===== src/rtl/ram_equ_pingpong.sv =====
// Double-buffered subcarrier RAM for the NB-IoT uplink equaliser.
// The estimator fills one bank while the equaliser reads the other bank.
// A small occupancy FSM tracks how many banks are complete and drives the
// ready flags. A sticky error flag records protocol violations.
module ram_equ_pingpong #(
    parameter int unsigned DATA_WIDTH        = 16,
    parameter int unsigned DOUBLE_DATA_WIDTH = 2 * DATA_WIDTH,
    parameter int unsigned DEPTH             = 12,
    parameter int unsigned ADDR_WIDTH        = $clog2(DEPTH)
) (
    input  logic                         i_clk_ram,
    input  logic                         i_rst_ram,
    input  logic                         i_wr_en_ram,
    input  logic [ADDR_WIDTH-1:0]        i_wr_add_ram,
    input  logic [DOUBLE_DATA_WIDTH-1:0] i_data_ram,
    input  logic                         i_wr_last_ram,
    input  logic                         i_rd_en_ram,
    input  logic [ADDR_WIDTH-1:0]        i_rd_add_ram,
    input  logic                         i_rd_release_ram,
    output logic [DOUBLE_DATA_WIDTH-1:0] o_data_ram,
    output logic                         o_valid_ram,
    output logic                         o_wr_ready_ram,
    output logic                         o_rd_ready_ram,
    output logic                         o_err_ram
);

    localparam int unsigned MEM_WORDS = 2 * DEPTH;
    localparam int unsigned MEM_AW    = $clog2(MEM_WORDS);

    typedef enum logic [1:0] {
        OCC_EMPTY = 2'd0,
        OCC_ONE   = 2'd1,
        OCC_BOTH  = 2'd2
    } occ_t;

    occ_t                         occ_q;
    occ_t                         occ_d;
    logic                         wr_bank_q;
    logic                         wr_bank_d;
    logic                         rd_bank_q;
    logic                         rd_bank_d;
    logic                         err_d;
    logic                         wr_ready_d;
    logic                         rd_ready_d;
    logic                         wr_addr_ok;
    logic                         rd_addr_ok;
    logic                         wr_acc;
    logic                         rd_acc;
    logic                         last_acc;
    logic                         rel_acc;
    logic [MEM_AW-1:0]            wr_idx;
    logic [MEM_AW-1:0]            rd_idx;
    logic [DOUBLE_DATA_WIDTH-1:0] mem [MEM_WORDS];

    // Acceptance qualifiers; ready flags are registered so no input reaches them combinationally
    assign wr_addr_ok = (32'(i_wr_add_ram) < DEPTH);
    assign rd_addr_ok = (32'(i_rd_add_ram) < DEPTH);
    assign wr_acc     = i_wr_en_ram && o_wr_ready_ram && wr_addr_ok;
    assign rd_acc     = i_rd_en_ram && o_rd_ready_ram;
    assign last_acc   = wr_acc && i_wr_last_ram;
    assign rel_acc    = i_rd_release_ram && (occ_q != OCC_EMPTY);

    // Flat memory index: bank 1 sits directly above bank 0
    assign wr_idx = MEM_AW'(i_wr_add_ram) + (wr_bank_q ? MEM_AW'(DEPTH) : MEM_AW'(0));
    assign rd_idx = MEM_AW'(i_rd_add_ram) + (rd_bank_q ? MEM_AW'(DEPTH) : MEM_AW'(0));

    // State register: occupancy, bank pointers, ready flags and sticky error
    always_ff @(posedge i_clk_ram or posedge i_rst_ram) begin
        if (i_rst_ram) begin
            occ_q          <= OCC_EMPTY;
            wr_bank_q      <= 1'b0;
            rd_bank_q      <= 1'b0;
            o_wr_ready_ram <= 1'b1;
            o_rd_ready_ram <= 1'b0;
            o_err_ram      <= 1'b0;
        end else begin
            occ_q          <= occ_d;
            wr_bank_q      <= wr_bank_d;
            rd_bank_q      <= rd_bank_d;
            o_wr_ready_ram <= wr_ready_d;
            o_rd_ready_ram <= rd_ready_d;
            o_err_ram      <= err_d;
        end
    end

    // Next-state logic: occupancy moves on completed writes and releases
    always_comb begin
        occ_d     = occ_q;
        wr_bank_d = wr_bank_q;
        rd_bank_d = rd_bank_q;
        err_d     = o_err_ram;

        if (last_acc) begin
            wr_bank_d = ~wr_bank_q;
        end
        if (rel_acc) begin
            rd_bank_d = ~rd_bank_q;
        end

        case (occ_q)
            OCC_EMPTY: begin
                if (last_acc) begin
                    occ_d = OCC_ONE;
                end
            end
            OCC_ONE: begin
                if (last_acc && !rel_acc) begin
                    occ_d = OCC_BOTH;
                end else if (!last_acc && rel_acc) begin
                    occ_d = OCC_EMPTY;
                end
            end
            OCC_BOTH: begin
                if (rel_acc) begin
                    occ_d = OCC_ONE;
                end
            end
            default: occ_d = OCC_EMPTY;
        endcase

        if ((i_wr_en_ram && (!o_wr_ready_ram || !wr_addr_ok)) ||
            (i_rd_en_ram && (!o_rd_ready_ram || !rd_addr_ok)) ||
            (i_rd_release_ram && (occ_q == OCC_EMPTY))) begin
            err_d = 1'b1;
        end
    end

    // Output decode: ready flags derived from the next occupancy, registered above
    always_comb begin
        wr_ready_d = (occ_d != OCC_BOTH);
        rd_ready_d = (occ_d != OCC_EMPTY);
    end

    // Memory write port; contents are intentionally not reset
    always_ff @(posedge i_clk_ram) begin
        if (wr_acc) begin
            mem[wr_idx] <= i_data_ram;
        end
    end

    // Registered read port; out-of-range reads return zero
    always_ff @(posedge i_clk_ram or posedge i_rst_ram) begin
        if (i_rst_ram) begin
            o_data_ram  <= '0;
            o_valid_ram <= 1'b0;
        end else begin
            o_valid_ram <= rd_acc;
            if (rd_acc) begin
                o_data_ram <= rd_addr_ok ? mem[rd_idx] : '0;
            end
        end
    end

endmodule

===== config.mk =====
export PLATFORM = sky130hd
export DESIGN_NAME = ram_equ_pingpong
export DESIGN_NICKNAME = d
export VERILOG_FILES = /design/src/rtl/ram_equ_pingpong.sv
export SDC_FILE = /design/constraint.sdc
export NUM_CORES = 1
export LEC_CHECK = 0
export CAP_MARGIN = 40
export CORE_MARGIN = 1
export CORE_UTILIZATION = 40
export DETAILED_ROUTE_END_ITERATION = 7
export MAX_ROUTING_LAYER = met4
export PLACE_DENSITY = 0.62
export SLEW_MARGIN = 20
export SYNTH_ARGS = -nofsm -noshare
export SYNTH_HDL_FRONTEND = slang
export SYNTH_SLANG_ARGS = --single-unit

===== constraint.sdc =====
create_clock -name i_clk_ram -period 5.15 [get_ports i_clk_ram]
set_input_delay 0.7725 -clock i_clk_ram [delete_from_list [all_inputs] [get_ports i_clk_ram]]
set_output_delay 0.7725 -clock i_clk_ram [all_outputs]
set_load 0.03 [all_outputs]

==> results of run 1 <==
-- cell families after synthesis --
| kind of cell | Yosys count |
|---|---|
| muxes | 225 |
| adders and majority gates | 4 |
| xor gates and xnor gates | 2 |
| DFF | 808 |
| buffers and inverters | 91 |
| and+or+nand+nor | 84 |
| AOI/OAI and AO/OA | 203 |
-- sequential cells by signal (all words and copies together), names as in the netlist --
name	cells
rd_bank_q	1
mem	768
o_data_ram	32
o_valid_ram	1
occ_q	2
wr_bank_q	1
o_rd_ready_ram	1
o_err_ram	1
o_wr_ready_ram	1
-- cell usage after synthesis (all sizes together) --
master	n	area, µm²
a21boi	1	7.510
buf	56	397.9
mux4	160	3603
o21a	1	7.510
inv	3	11.26
nor2	27	101.4
nor2b	3	18.77
fa	2	40.04
dfstp	1	26.28
mux2i	65	650.6
ha	2	25.02
xnor2	2	17.52
o221ai	32	280.3
nand3b	4	30.03
or3	1	6.260
nand3	2	10.01
a21o	1	7.510
and2	3	18.77
a32oi	32	280.3
edfxtp	768	23060
nand2	39	146.4
nand2b	2	12.51
a221oi	33	289.0
o21ai	35	175.2
a22oi	32	265.3
dfrtp	39	975.9
o22ai	1	6.260
clkbuf	32	123.9
or3b	3	26.28
a21oi	35	175.2
-- worst max-delay path: stages --
cell and delay, ns:
clkdlybuf4s50_1 0.51, a21boi_1 0.25, and2_1 0.31, nand3b_1 0.51, nor2_4 0.86, buf_4 0.35
-- routing by layer --
| metal | wire length (µm) | vias to the layer above | global-route usage |
|---|---|---|---|
| li1 | - | 6335 | - |
| met1 | 32160 | 8157 | 0.2740 |
| met2 | 35120 | 597 | 0.3023 |
| met3 | 5222 | 93 | 0.03536 |
| met4 | 1288 | 0 | 0.05254 |
| met5 | 0 | - | - |
-- stage by stage --
step	std cells	hold slack (ns)	setup slack, ns	util
global placement	2484	0.4932	1.194	0.4345
global route	2666	0.4819	1.756	0.4735
floorplan	1417	0.4819	1.401	-
CTS	2642	0.5100	1.910	0.4688
finish	2666	0.4441	1.886	0.4735
detailed placement	2491	0.4924	1.259	0.4363
-- path summary, 6_finish.rpt --
| path | start | endpoint | slack, ns |
|---|---|---|---|
| worst max register to register | o_wr_ready_ram | mem[21][14] | 2.06 |
| worst min-delay path | i_rst_ram | o_rd_ready_ram | 0.44 |
| min in group i_clk_ram | o_err_ram | o_err_ram | 0.50 |
| worst max-delay path | i_wr_add_ram[3] | mem[21][14] | 1.89 |
| max in group asynchronous | i_rst_ram | o_data_ram[16] | 4.18 |
| worst min register to register | o_err_ram | o_err_ram | 0.50 |
-- cell type report --
| cell class | count | area [µm²] | area share |
|---|---|---|---|
| flip-flops and latches | 808 | 24060 | 0.6681 |
| multi-input cells | 518 | 6437 | 0.1787 |
| clock buffers | 117 | 2287 | 0.06350 |
| repair buffers | 156 | 1749 | 0.04856 |
| well taps | 1030 | 1289 | 0.03578 |
| clock inverters | 34 | 182.7 | 0.005071 |
| inverters | 3 | 11.26 | 0.0003126 |
-- cell usage in the layout (no fill, tap or decap), types with 2 or more instances in the layout --
cell | synthesis | final
a21oi_1 | 35 | 34
a221oi_1 | 33 | 33
a22oi_1 | 27 | 27
a22oi_2 | 5 | 5
a32oi_1 | 32 | 32
and2_2 | 0 | 2
buf_12 | 1 | 12
buf_16 | 0 | 4
buf_4 | 13 | 35
buf_6 | 8 | 12
buf_8 | 2 | 14
clkbuf_1 | 31 | 28
clkbuf_16 | 0 | 85
clkbuf_8 | 0 | 4
clkdlybuf4s50_1 | 0 | 79
clkinv_1 | 0 | 19
clkinv_2 | 0 | 11
dfrtp_1 | 39 | 39
edfxtp_1 | 768 | 768
inv_1 | 3 | 2
inv_6 | 0 | 3
mux2i_1 | 65 | 65
mux4_2 | 160 | 160
nand2_1 | 39 | 37
nand3_1 | 2 | 2
nand3b_1 | 4 | 4
nor2_1 | 27 | 3
nor2_4 | 0 | 24
nor2b_4 | 0 | 2
o21ai_0 | 3 | 3
o21ai_1 | 32 | 32
o221ai_1 | 32 | 32
or3b_2 | 2 | 2
xnor2_1 | 2 | 2
-- power by group --
part	switching, W	internal, W	total [W]
registers	0.000212	0.00754	0.00776
clock network	0.00238	0.00314	0.00552
logic	0.00219	0.00143	0.00362
total	0.00479	0.0121	0.0169
==> impl_results.md, run 1 <==
* Main combinational cell family by area after synthesis: multiplexers
* Leakage at between 10 and 15 nW
* Avg WL per Cell at around 28 µm
* Design area at 0.03602 mm²
* Nets at 1619
* Worst r2r path cells at 5
* Synth Area in Adders at 0.002113
* Die area at ~0.078 mm²
* Placed cell area at approximately 0.033 mm²
* Final setup vio count at 0
* Tot Pwr at roughly 0.017 W
* CTS hold repair buffers at 0
* Clk Latency, worst-skew pair at between 0.6 and 0.7 ns
* Initial antenna violation count at 0
* Min Tclk post-route at 3.264 ns
* Resized cells post-CTS at 0
* Clock Sinks at between 800 and 900
* Netlist cell types at 38
* Required time of the critical path at approximately 5.5 ns
* DRT Pass-1 Iters at 7
* First-pass GRT wire length at around 110000 µm
* Max-slew violation count at 0
* TritonCTS clock tree: done
* Fraction of layout cells with a size suffix above 1 at 0.2347
* Vias in the first global route at 15570
* Antenna-violating nets left at 0
* CTS buffer count at 82
* H-tree levels at 3
* XOR/XNOR Fraction of Synth Area at 0.0005688
* Yosys warns at 0
* Setup repair bufs after CTS at 0
* Detailed Route WL at 73790 µm
* Register area share after synthesis at 0.7814
* Min-Delay Path Class: input port to async pin
* Mux cell area share after synthesis at 0.1381
* Critical path endpoint category: flip-flop
* Max clock buf depth at 3
* Initial core utilization at 0.4048
* DR vias at approximately 15000
* Vias per cell at ~5.7
* CP Class: input port to flip-flop
* Reg clk slew, reported paths at 0.06 ns
* Critical path startpoint category: input port
* Area grow syn2layout at 16.96%
* Arr. time, crit path at 3.58 ns
* Die X at 279.5 µm
* Worst slew margin at 0.4270
* Largest net degree at the start of global routing at between 80 and 90
* CTS root buf: clkbuf_16
* Synth Area in Compound Gates at 0.04851
* Final setup TNS at 0 ns
* #FFs+latches synth at between 800 and 900
* Core Box Area at approximately 0.076 mm²
* RePlAce Congestion at 0.7611
* DP HPWL at between 40000 and 50000 µm
* Post-Syn Area at 0.03080 mm²
* Fmax at 306.4 MHz
* Synthesized Nets at between 1000 and 1500
* DRC viols at 0
* ANT cells at 0
* Max Cap Viol at 0
* Status: finished clean
* Synth Instances at 1417
* Pwr Density at 469.1 mW/mm²
* Post-synthesis simple-gate area fraction at 0.01203
* Std-Cell Rows at between 100 and 150
* Maximum VDD drop at about 0.26 mV
* RSZ-0062 raised after global routing: false
* Die H at around 280 µm
* Total track usage at 0.1974
* Count of final hold-check violations at 0
* Filler cells at between 6000 and 7000
* Post-Route Skew at 0.02485 ns
* DR iter-0 viols at 1478
* Slew @ Worst Pin at 0.8575 ns
* Avg Synthesized Cell Area at 21.73 µm²
* Crit-path max FO at 16
* Global route overflow at 0
* # IOs at just over 80
* # port buffers at 81
* Part of the cycle the worst path needs at 0.6337
No activity file was read; power rests on OpenSTA's default activity.
==> run 2: changes to the inputs <==
--- a/config.mk
+++ b/config.mk
@@ -10,7 +10,7 @@
 export CORE_UTILIZATION = 40
 export DETAILED_ROUTE_END_ITERATION = 7
 export MAX_ROUTING_LAYER = met4
-export PLACE_DENSITY = 0.62
+export PLACE_DENSITY = 0.64
 export SLEW_MARGIN = 20
 export SYNTH_ARGS = -nofsm -noshare
 export SYNTH_HDL_FRONTEND = slang
==> constraint.sdc (replaced) <==
create_clock -name i_clk_ram -period 2.9 [get_ports i_clk_ram]
set_input_delay 0.435 -clock i_clk_ram [delete_from_list [all_inputs] [get_ports i_clk_ram]]
set_output_delay 0.435 -clock i_clk_ram [all_outputs]
set_load 0.03 [all_outputs]
==> impl_results.md, run 2 (same netlist as run 1, synthesis figures left out) <==
* Min Tclk post-route at roughly 2.5 ns
* Reg with most FFs: mem (unchanged)
* Reg2reg setup slack at 0.40 ns (was 2.06 ns)
* Worst slew margin at 0.4509 (was 0.4270)
* Crit-path max FO at 11 (was 16)
* Leakage at 11.86 nW (was 11.34 nW)
* Post-Layout Cell Count at 2748 (was 2666)
* TritonCTS clock tree: done (unchanged)
* Max Cap Viol at 0 (unchanged)
* Post-Route Skew at 0.02101 ns (was 0.02485 ns)
* Part of the cycle the worst path needs at 0.8625
* DR iter-0 viols at 1504 (was 1478)
* Cell-by-cell trace of the critical path: ha_1 -> fa_1 -> or3b_2 -> nor2_4 -> buf_4 (was clkdlybuf4s50_1 -> a21boi_1 -> and2_1 -> nand3b_1 -> nor2_4 -> buf_4)
* Maximum VDD drop at 0.4652 mV (was 0.2621 mV)
* Placed cells at 2598 (was 2491)
* CTS root buf: clkbuf_16 (unchanged)
* RSZ-0062 raised after global routing: false (unchanged)
* Max-slew violation count at 0 (unchanged)
* Worst r2r path cells at 5 (unchanged)
* FF-to-FF End: mem[4][9] (was mem[21][14])
* # port buffers at 81 (unchanged)
* Max clock buf depth at 3 (unchanged)
* CP Class: flip-flop to flip-flop (was input port to flip-flop)
* Switching power share of the total at 0.2806 (was 0.2832)
* Vias in the first global route at 15800 (was 15570)
* Die H at 279.5 µm (unchanged)
* Area grow syn2layout at 20.44% (was 16.96%)
* Die area at 0.07811 mm² (unchanged)
* Crit path to: mem[4][9] (was mem[21][14])
* H-tree levels at 3 (unchanged)
* Critical path buffers and inverters at 1 (was 2)
* Nets at 1705 (was 1619)
* Initial antenna violation count at 1 (was 0)
* Global route overflow at 0 (unchanged)
* Critical path origin: wr_bank_q (was i_wr_add_ram[3])
* Reg2reg start: wr_bank_q (was o_wr_ready_ram)
* Std-Cell Rows at 101 (unchanged)
* Commonest non-fill, non-tap cell in the layout: edfxtp_1 (unchanged)
* Filler cells at 6152 (was 6213)
* Status: finished clean (unchanged)
* DP HPWL at 46250 µm (was 40320 µm)
* Fraction of layout cells with a size suffix above 1 at 0.2776 (was 0.2347)
* Detailed Route WL at 72990 µm (was 73790 µm)
* # IOs at 82 (unchanged)
* Clock Sinks at 808 (unchanged)
* Commonest cells after routing, fill and taps aside: edfxtp_1 (768), mux4_2 (160), buf_4 (100) (was edfxtp_1 (768), mux4_2 (160), clkbuf_16 (85))
* CTS buffer count at 80 (was 82)
* Comb pwr share at 0.234 (was 0.214)
* Tot Pwr at 0.03091 W (was 0.01690 W)
* Pwr Density at 833.2 mW/mm² (was 469.1 mW/mm²)
* RePlAce Congestion at 0.7864 (was 0.7611)
* First-pass GRT wire length at 107400 µm (was 107500 µm)
* Initial core utilization at 0.4048 (unchanged)
* Core Box Area at 0.07608 mm² (unchanged)
* Clock group share of total power at 0.321 (was 0.327)
* DR vias at 15300 (was 15180)
* Total track usage at 0.1959 (was 0.1974)
* Crit-path slowest cell: or3b_2 (was nor2_4)
* Vias per cell at 5.566 (was 5.695)
* Antenna-violating nets left at 0 (unchanged)
* Largest regs: mem: 768 flops, o_data_ram: 32 flops, occ_q: 2 flops (unchanged)
* CP peak stage delay at 0.61 ns (was 0.86 ns)
* Critical path endpoint category: flip-flop (unchanged)
* Max reg flops at 768 (unchanged)
* Resized cells post-CTS at 0 (unchanged)
* Register share of total power at 0.444 (was 0.459)
* Required time of the critical path at 3.21 ns (was 5.47 ns)
* Stages on the worst setup path at 5 (was 6)
* Largest net degree at the start of global routing at 66 (was 86)
* Count of final hold-check violations at 0 (unchanged)
* Internal at 0.02223 W (was 0.01211 W)
* Psw at 0.008671 W (was 0.004786 W)
* CP top delay family: simple AND/OR/NAND/NOR gates (unchanged)
* Slew @ Worst Pin at 0.8237 ns (was 0.8575 ns)
* Avg WL per Cell at 26.56 µm (was 27.68 µm)
* Arr. time, crit path at 2.81 ns (was 3.58 ns)
* Clk Latency, worst-skew pair at 0.61 ns (was 0.63 ns)
* CTS hold repair buffers at 0 (unchanged)
* ANT cells at 0 (unchanged)
* Die X at 279.5 µm (unchanged)
* DRC viols at 0 (unchanged)
* Final setup vio count at 0 (unchanged)
* DRT Pass-1 Iters at 5 (was 7)
* Min-Delay Path Class: input port to flip-flop (was input port to async pin)
* Reg clk slew, reported paths at 0.06 ns (about the same)
* Critical path startpoint category: flip-flop (was input port)
* Fmax at 399.8 MHz
* Setup repair bufs after CTS at 0 (unchanged)
-- run 2: worst min path at each step --
stage / from / end / slack (ns) / depth (start not counted)
2_1_floorplan: occ_q[0] / occ_q[0] / 0.48 / 1
3_3_place_gp: o_err_ram / o_err_ram / 0.48 / 2
3_5_place_dp: o_err_ram / o_err_ram / 0.52 / 2
4_1_cts: i_rd_add_ram[0] / o_data_ram[6] / 0.34 / 3
5_1_grt: i_rd_add_ram[0] / o_data_ram[31] / 0.38 / 3
6_report: i_rd_add_ram[0] / o_data_ram[6] / 0.36 / 3
-- run 2: cell type report --
class	instances	area, µm²	area share
Inverter	3	11.26	0.0003036
Multi-Input combinational cell	518	6437	0.1735
Sequential cell	808	24060	0.6488
Timing Repair Buffer	244	2790	0.07522
Clock buffer	111	2221	0.05987
Clock inverter	34	280.3	0.007556
Tap cell	1030	1289	0.03474
-- run 2: metrics by stage --
step / TNS (ns) / area (µm²) / setup WS [ns] / utilization / hold WS (ns)
final: 0 / 37090 / 0.3988 / 0.4876 / 0.3628
after global routing: 0 / 37090 / 0.3269 / 0.4876 / 0.3784
after CTS: 0 / 37020 / 0.3872 / 0.4866 / 0.3411
after detailed placement: -18.29 / 34520 / -0.1573 / 0.4537 / 0.5150
after global placement: -13.78 / 34450 / -0.1284 / 0.4528 / 0.4775
after floorplan: -65.47 / 30850 / -0.5115 / - / 0.4819
-- run 2: worst reg2reg max path: stages, from the launching register on --
cell and delay, ns:
dfrtp_1 0.43, ha_1 0.22, fa_1 0.50, or3b_2 0.61, nor2_4 0.19, buf_4 0.24
-- run 2: routing by layer --
metal / share of wire / wire [µm] / GRT usage
met4: 0.033 / 2405 / 0.07356
met3: 0.063 / 4602 / 0.02852
met1: 0.38 / 28090 / 0.2433
met5: 0 / 0 / -
met2: 0.52 / 37890 / 0.3272
-- run 2: power groups by stage --
stage | combinational (W) | sequential, W | clock (W)
after floorplan | 0.00371 | 0.0142 | 0
after global placement | 0.00719 | 0.0140 | 0
after detailed placement | 0.00729 | 0.0140 | 0
after CTS | 0.00733 | 0.0138 | 0.0101
after global routing | 0.00767 | 0.0138 | 0.0105
final | 0.00724 | 0.0137 | 0.00993
